<file path="src/rtl/mem_arb.sv">
// mem_arb: two-requester, single-outstanding memory arbiter.
//
// Shares one req/gnt/rvalid memory port between the instruction-fetch (if_*)
// and load/store (ls_*) paths. One transaction is in flight at a time. The
// winner's payload is captured into registered mem_* outputs and held until
// mem_gnt. The response is routed back to the owner.
//
// Ports:
//   clk, rst (async, active-low)
//   if_req/if_addr -> if_gnt, if_rvalid, if_rdata        fetch path
//   ls_req/ls_wen/ls_addr/ls_wdata/ls_wmask
//                  -> ls_gnt, ls_rvalid, ls_rdata        load/store path
//   mem_req/mem_wen/mem_addr/mem_wdata/mem_wmask         registered memory request
//   mem_gnt, mem_rvalid, mem_rdata                       memory handshake/response
//   err                                                  sticky protocol error
//
// Configuration:
//   MEM_ARB_RR_EN  defined   : round-robin arbitration using a last_owner register
//                  undefined : fixed priority, LS over IF

module mem_arb #(
    parameter int ADDR_W = 32,
    parameter int DATA_W = 32
) (
    input  logic                clk,
    input  logic                rst,
    input  logic                if_req,
    input  logic [ADDR_W-1:0]   if_addr,
    output logic                if_gnt,
    output logic                if_rvalid,
    output logic [DATA_W-1:0]   if_rdata,
    input  logic                ls_req,
    input  logic                ls_wen,
    input  logic [ADDR_W-1:0]   ls_addr,
    input  logic [DATA_W-1:0]   ls_wdata,
    input  logic [DATA_W/8-1:0] ls_wmask,
    output logic                ls_gnt,
    output logic                ls_rvalid,
    output logic [DATA_W-1:0]   ls_rdata,
    output logic                mem_req,
    output logic                mem_wen,
    output logic [ADDR_W-1:0]   mem_addr,
    output logic [DATA_W-1:0]   mem_wdata,
    output logic [DATA_W/8-1:0] mem_wmask,
    input  logic                mem_gnt,
    input  logic                mem_rvalid,
    input  logic [DATA_W-1:0]   mem_rdata,
    output logic                err
);

    typedef enum logic [1:0] {IDLE, REQ, WAIT} state_t;

    state_t state;
    logic   owner;      // 0 = IF, 1 = LS
    logic   pick_ls;    // arbitration result, meaningful only in IDLE

`ifdef MEM_ARB_RR_EN
    logic   last_owner;

    // On contention, the requester that was not granted last wins.
    always_comb begin
        pick_ls = ls_req && (!if_req || !last_owner);
    end
`else
    always_comb begin
        pick_ls = ls_req;
    end
`endif

    // Grants and rvalids are combinational. Grants are gated by rst, so no
    // gnt is seen while reset is held even with a request present.
    always_comb begin
        if_gnt    = rst && (state == IDLE) && if_req && !pick_ls;
        ls_gnt    = rst && (state == IDLE) && pick_ls;
        if_rvalid = (state == WAIT) && mem_rvalid && !owner;
        ls_rvalid = (state == WAIT) && mem_rvalid && owner;
        if_rdata  = mem_rdata;
        ls_rdata  = mem_rdata;
    end

    always_ff @(posedge clk or negedge rst) begin
        if (!rst) begin
            state      <= IDLE;
            owner      <= 1'b0;
            mem_req    <= 1'b0;
            mem_wen    <= 1'b0;
            mem_addr   <= '0;
            mem_wdata  <= '0;
            mem_wmask  <= '0;
            err        <= 1'b0;
`ifdef MEM_ARB_RR_EN
            last_owner <= 1'b0;
`endif
        end else begin
            case (state)
                IDLE: begin
                    if (mem_rvalid || mem_gnt)
                        err <= 1'b1;
                    if (if_req || ls_req) begin
                        owner   <= pick_ls;
                        mem_req <= 1'b1;
`ifdef MEM_ARB_RR_EN
                        last_owner <= pick_ls;
`endif
                        if (pick_ls) begin
                            mem_wen   <= ls_wen;
                            mem_addr  <= ls_addr;
                            mem_wdata <= ls_wdata;
                            mem_wmask <= ls_wmask;
                        end else begin
                            // Fetches never write and carry no byte mask.
                            mem_wen   <= 1'b0;
                            mem_addr  <= if_addr;
                            mem_wdata <= '0;
                            mem_wmask <= '0;
                        end
                        state <= REQ;
                    end
                end
                REQ: begin
                    // A response before the grant has been taken is dropped.
                    if (mem_rvalid)
                        err <= 1'b1;
                    if (mem_gnt) begin
                        mem_req <= 1'b0;
                        state   <= WAIT;
                    end
                end
                WAIT: begin
                    if (mem_gnt)
                        err <= 1'b1;
                    if (mem_rvalid)
                        state <= IDLE;
                end
                default: state <= IDLE;
            endcase
        end
    end

endmodule

</file>
<file path="config.mk">
export PLATFORM = sky130hd
export DESIGN_NAME = mem_arb
export DESIGN_NICKNAME = d
export VERILOG_FILES = /design/src/rtl/mem_arb.sv
export SDC_FILE = /design/constraint.sdc
export NUM_CORES = 1
export LEC_CHECK = 0
export BUFFER_PORTS_ARGS = -buffer_cell sky130_fd_sc_hd__buf_2
export CORE_AREA = 2 2 108 110
export DETAILED_ROUTE_END_ITERATION = 6
export DIE_AREA = 0 0 110 112
export PLACE_DENSITY = 0.71
export SLEW_MARGIN = 0
export SYNTH_ARGS = -nofsm -noshare
export SYNTH_HDL_FRONTEND = slang
export SYNTH_SLANG_ARGS = --single-unit
</file>
<file path="constraint.sdc">
create_clock -name clk -period 2.55 [get_ports clk]
set_clock_uncertainty 0.05 [all_clocks]
set_input_delay 0.765 -clock clk [delete_from_list [all_inputs] [get_ports clk]]
set_output_delay 0.765 -clock clk [all_outputs]
set_load 0.01 [all_outputs]
</file>
==> flow_summary.json <==
{
  "crit_fanout": 5,
  "yosys-top-cells-area": "dfrtp_1, mux2_2, buf_4",
  "via_count": 2471,
  "gp_congestion": 0.7764,
  "reg2reg_from": "state[1]$_DFFE_PN0P_",
  "synth_top_area_cell": "dfrtp_1",
  "core_area_sq_um": 11170,
  "fillers": 1083,
  "antenna_found_initial": 0,
  "relSlewSlack_pct": 66.90,
  "layout-drive-gt1-share_pct": 67.00,
  "start_kind": "flop",
  "seqPwrFrac_pct": 38.8,
  "fmax_ghz": 0.4779,
  "fin_setup_tns_ns": 0,
  "maxCapViolations": 0,
  "async_flop_share_pct": 100.0,
  "cp_data_arrival_time_ns": 1.28,
  "ys_top_cells_by_count": "dfrtp_1, buf_4, mux2_2",
  "ys_warn_count": 0,
  "cp_slowest_stage_delay_ns": 0.45,
  "cpMaxStageDelayCell": "dfrtp_1",
  "switching_share_pct": 34.20,
  "detail_route.wl_per_cell_um": 15.98,
  "cp_num_cells": 3,
  "post_cts.repair.setup_buffers": 0,
  "synth.most_common_cell": "dfrtp_1",
  "nets": 531,
  "wirelength_mm": 8.628,
  "die_area_sq_um": 12320,
  "combPwrFrac_pct": 38.6,
  "min_period_ns": 2.093,
  "ant_nets": 0,
  "hold_viol_final": 0,
  "ys_seq_elements": 74,
  "io_pins": 278,
  "drt_iter0_markers": 49,
  "fin_cells": 540,
  "dp.cells": 524,
  "worst-path-buf-inv": 1,
  "routed_via_density": 4.576,
  "globalRouteTotalUtil_pct": 14.05,
  "status": "complete, no violations",
  "drc_errors": 0,
  "syn-instance-count": 273,
  "critPathLaunch": "state[1]$_DFFE_PN0P_",
  "drtPass1Iterations": 4,
  "cts_made_buffers": 9,
  "syn-num-nets": 412,
  "seq_area_sq_um": 1852,
  "power.internal_w": 0.003415,
  "layout_worst_path_cycle_share_pct": 82.06,
  "grt_setup_unrepaired": "no",
  "path_cells": "nor2_4 -> and4b_1 -> buf_2",
  "critPathKind": "reg2out",
  "ys.flop_type": "dfrtp_1",
  "avgSynthCellArea_sq_um": 13.21,
  "cts_hold_buf": 0,
  "die_h_um": 112,
  "r2r_slack_ns": 1.06,
  "worst_slew_pin_slew_ns": 0.4965,
  "irDropWorstVdd_uv": 863.3,
  "cts_resized": 0,
  "synth_area_sq_um": 3606,
  "crit_path_end_kind": "output pin",
  "critPathTopFamily": "flip-flops",
  "r2r-end": "mem_addr[9]$_DFFE_PN0P_",
  "grt_pass1_wl_mm": 13.01,
  "die_w_um": 110,
  "powerDensity_nw_per_um2": 1168,
  "path_clk_slew_ns": 0.06,
  "cts-root-buf": "clkbuf_16",
  "grt-ovfl-total": 0,
  "grt_pass1_vias": 2549,
  "cts_tree": "yes",
  "area_delta_synth_final_pct": 23.25,
  "power.leakage_nw": 2.270,
  "setup_violations": 0,
  "num_rows": 39,
  "reg2regPathDepth": 4,
  "cts_buffer_depth": 2,
  "num_antenna_cells": 0,
  "yosysSeqAreaShare_pct": 51.35,
  "p_clk_share_pct": 22.6,
  "synth_edf_count": 0,
  "io_buffer_count": 181,
  "htree_levels": 3,
  "cp.required_ns": 1.74,
  "yosysUniqueCellTypes": 21,
  "insertion_delay_ns": 0.33,
  "hpwl_mm": 6.751,
  "min_path_type": "reg2reg",
  "grt_max_degree": 73,
  "cts_sinks": 74,
  "multi_input_area_sq_um": 1154,
  "p_sw_w": 0.001775,
  "crit_end": "if_gnt",
  "initial_core_util_pct": 32.27,
  "holdPathStages": 2,
  "synth_top_area_share_pct": 51.35,
  "maxSlewViolCount": 0
}
[cells in the final DEF (no fill, tap or decap), types with 2 or more instances in the layout]
master	count
dfrtp_1	74
nor3_1	2
o21ai_0	2
a22o_1	37
buf_4	6
buf_2	180
nand2_1	3
mux2_2	61
mux2_1	3
clkinvlp_4	2
clkbuf_16	9
inv_1	3
inv_6	3
[worst register-to-register path, delay by kind of cell (launching register included)]
kind,cells,cell delay [ns]
flops,1,0.46
compound gates,1,0.07
buf+inv,1,0.32
simple gates,1,0.08
mux,1,0.40
[registers in the layout, summed over array words and instances, names as in the netlist]
register / flops
err: 1
mem_addr: 32
mem_req: 1
mem_wdata: 32
mem_wen: 1
mem_wmask: 4
owner: 1
state: 2
[power by group through the flow]
stage	Clock, W	Sequential, W	Combinational, W
finish	0.00117	0.00201	0.00201
global route	0.00127	0.00209	0.00220
CTS	0.00123	0.00202	0.00206
detailed placement	0	0.00202	0.00207
global placement	0	0.00200	0.00203
floorplan	0	0.00224	0.00109
[per-stage QoR]
stage	setup WS [ns]	total power, W	hold WS (ns)	utilization [%]	instance area (sq um)
floorplan	0.4307	0.003334	0.4194	-	3606
global placement	0.4723	0.004031	0.4101	37.24	4161
detailed placement	0.4723	0.004087	0.4171	37.24	4161
CTS	0.4249	0.005310	0.4336	39.77	4444
global route	0.3710	0.005562	0.4559	39.77	4444
finish	0.4574	0.005190	0.4287	39.77	4444
[per-layer routing]
metal | track usage (%) | vias up | routed length (um)
met5 | 0 | - | 0
met3 | 4.625 | 20 | 883
met2 | 25.24 | 158 | 4556
li1 | - | 1138 | -
met4 | 5.401 | 0 | 143
met1 | 14.93 | 1155 | 3045
[cell families (layout without fill, tap and decap cells)]
| kind of cell | after synthesis | count (layout) | synth area share, % |
|---|---|---|---|
| AOI/OAI and AO/OA | 43 | 43 | 10.27 |
| buffers and inverters | 82 | 206 | 16.65 |
| DFF | 74 | 74 | 51.35 |
| muxes | 64 | 64 | 19.99 |
| and+or+nand+nor | 10 | 10 | 1.735 |
[area by class of cell]
type / instances / area share, %
well taps: 143 / 4.026
multi-input cells: 117 / 25.96
flip-flops and latches: 74 / 41.67
clock inverters: 7 / 1.295
clock buffers: 9 / 5.068
repair buffers: 187 / 21.73
inverters: 3 / 0.2534
[worst min-delay path by stage]
stage | start | to | slack [ns]
after floorplan | rst | err$_DFFE_PN0P_ | 0.42
after global placement | err$_DFFE_PN0P_ | err$_DFFE_PN0P_ | 0.41
after detailed placement | mem_req$_DFFE_PN0P_ | mem_req$_DFFE_PN0P_ | 0.42
after CTS | mem_req$_DFFE_PN0P_ | mem_req$_DFFE_PN0P_ | 0.43
after global routing | mem_wmask[0]$_DFFE_PN0P_ | mem_wmask[0]$_DFFE_PN0P_ | 0.46
final | mem_req$_DFFE_PN0P_ | mem_req$_DFFE_PN0P_ | 0.43
Note: power is estimated with default switching activity, not from simulation.
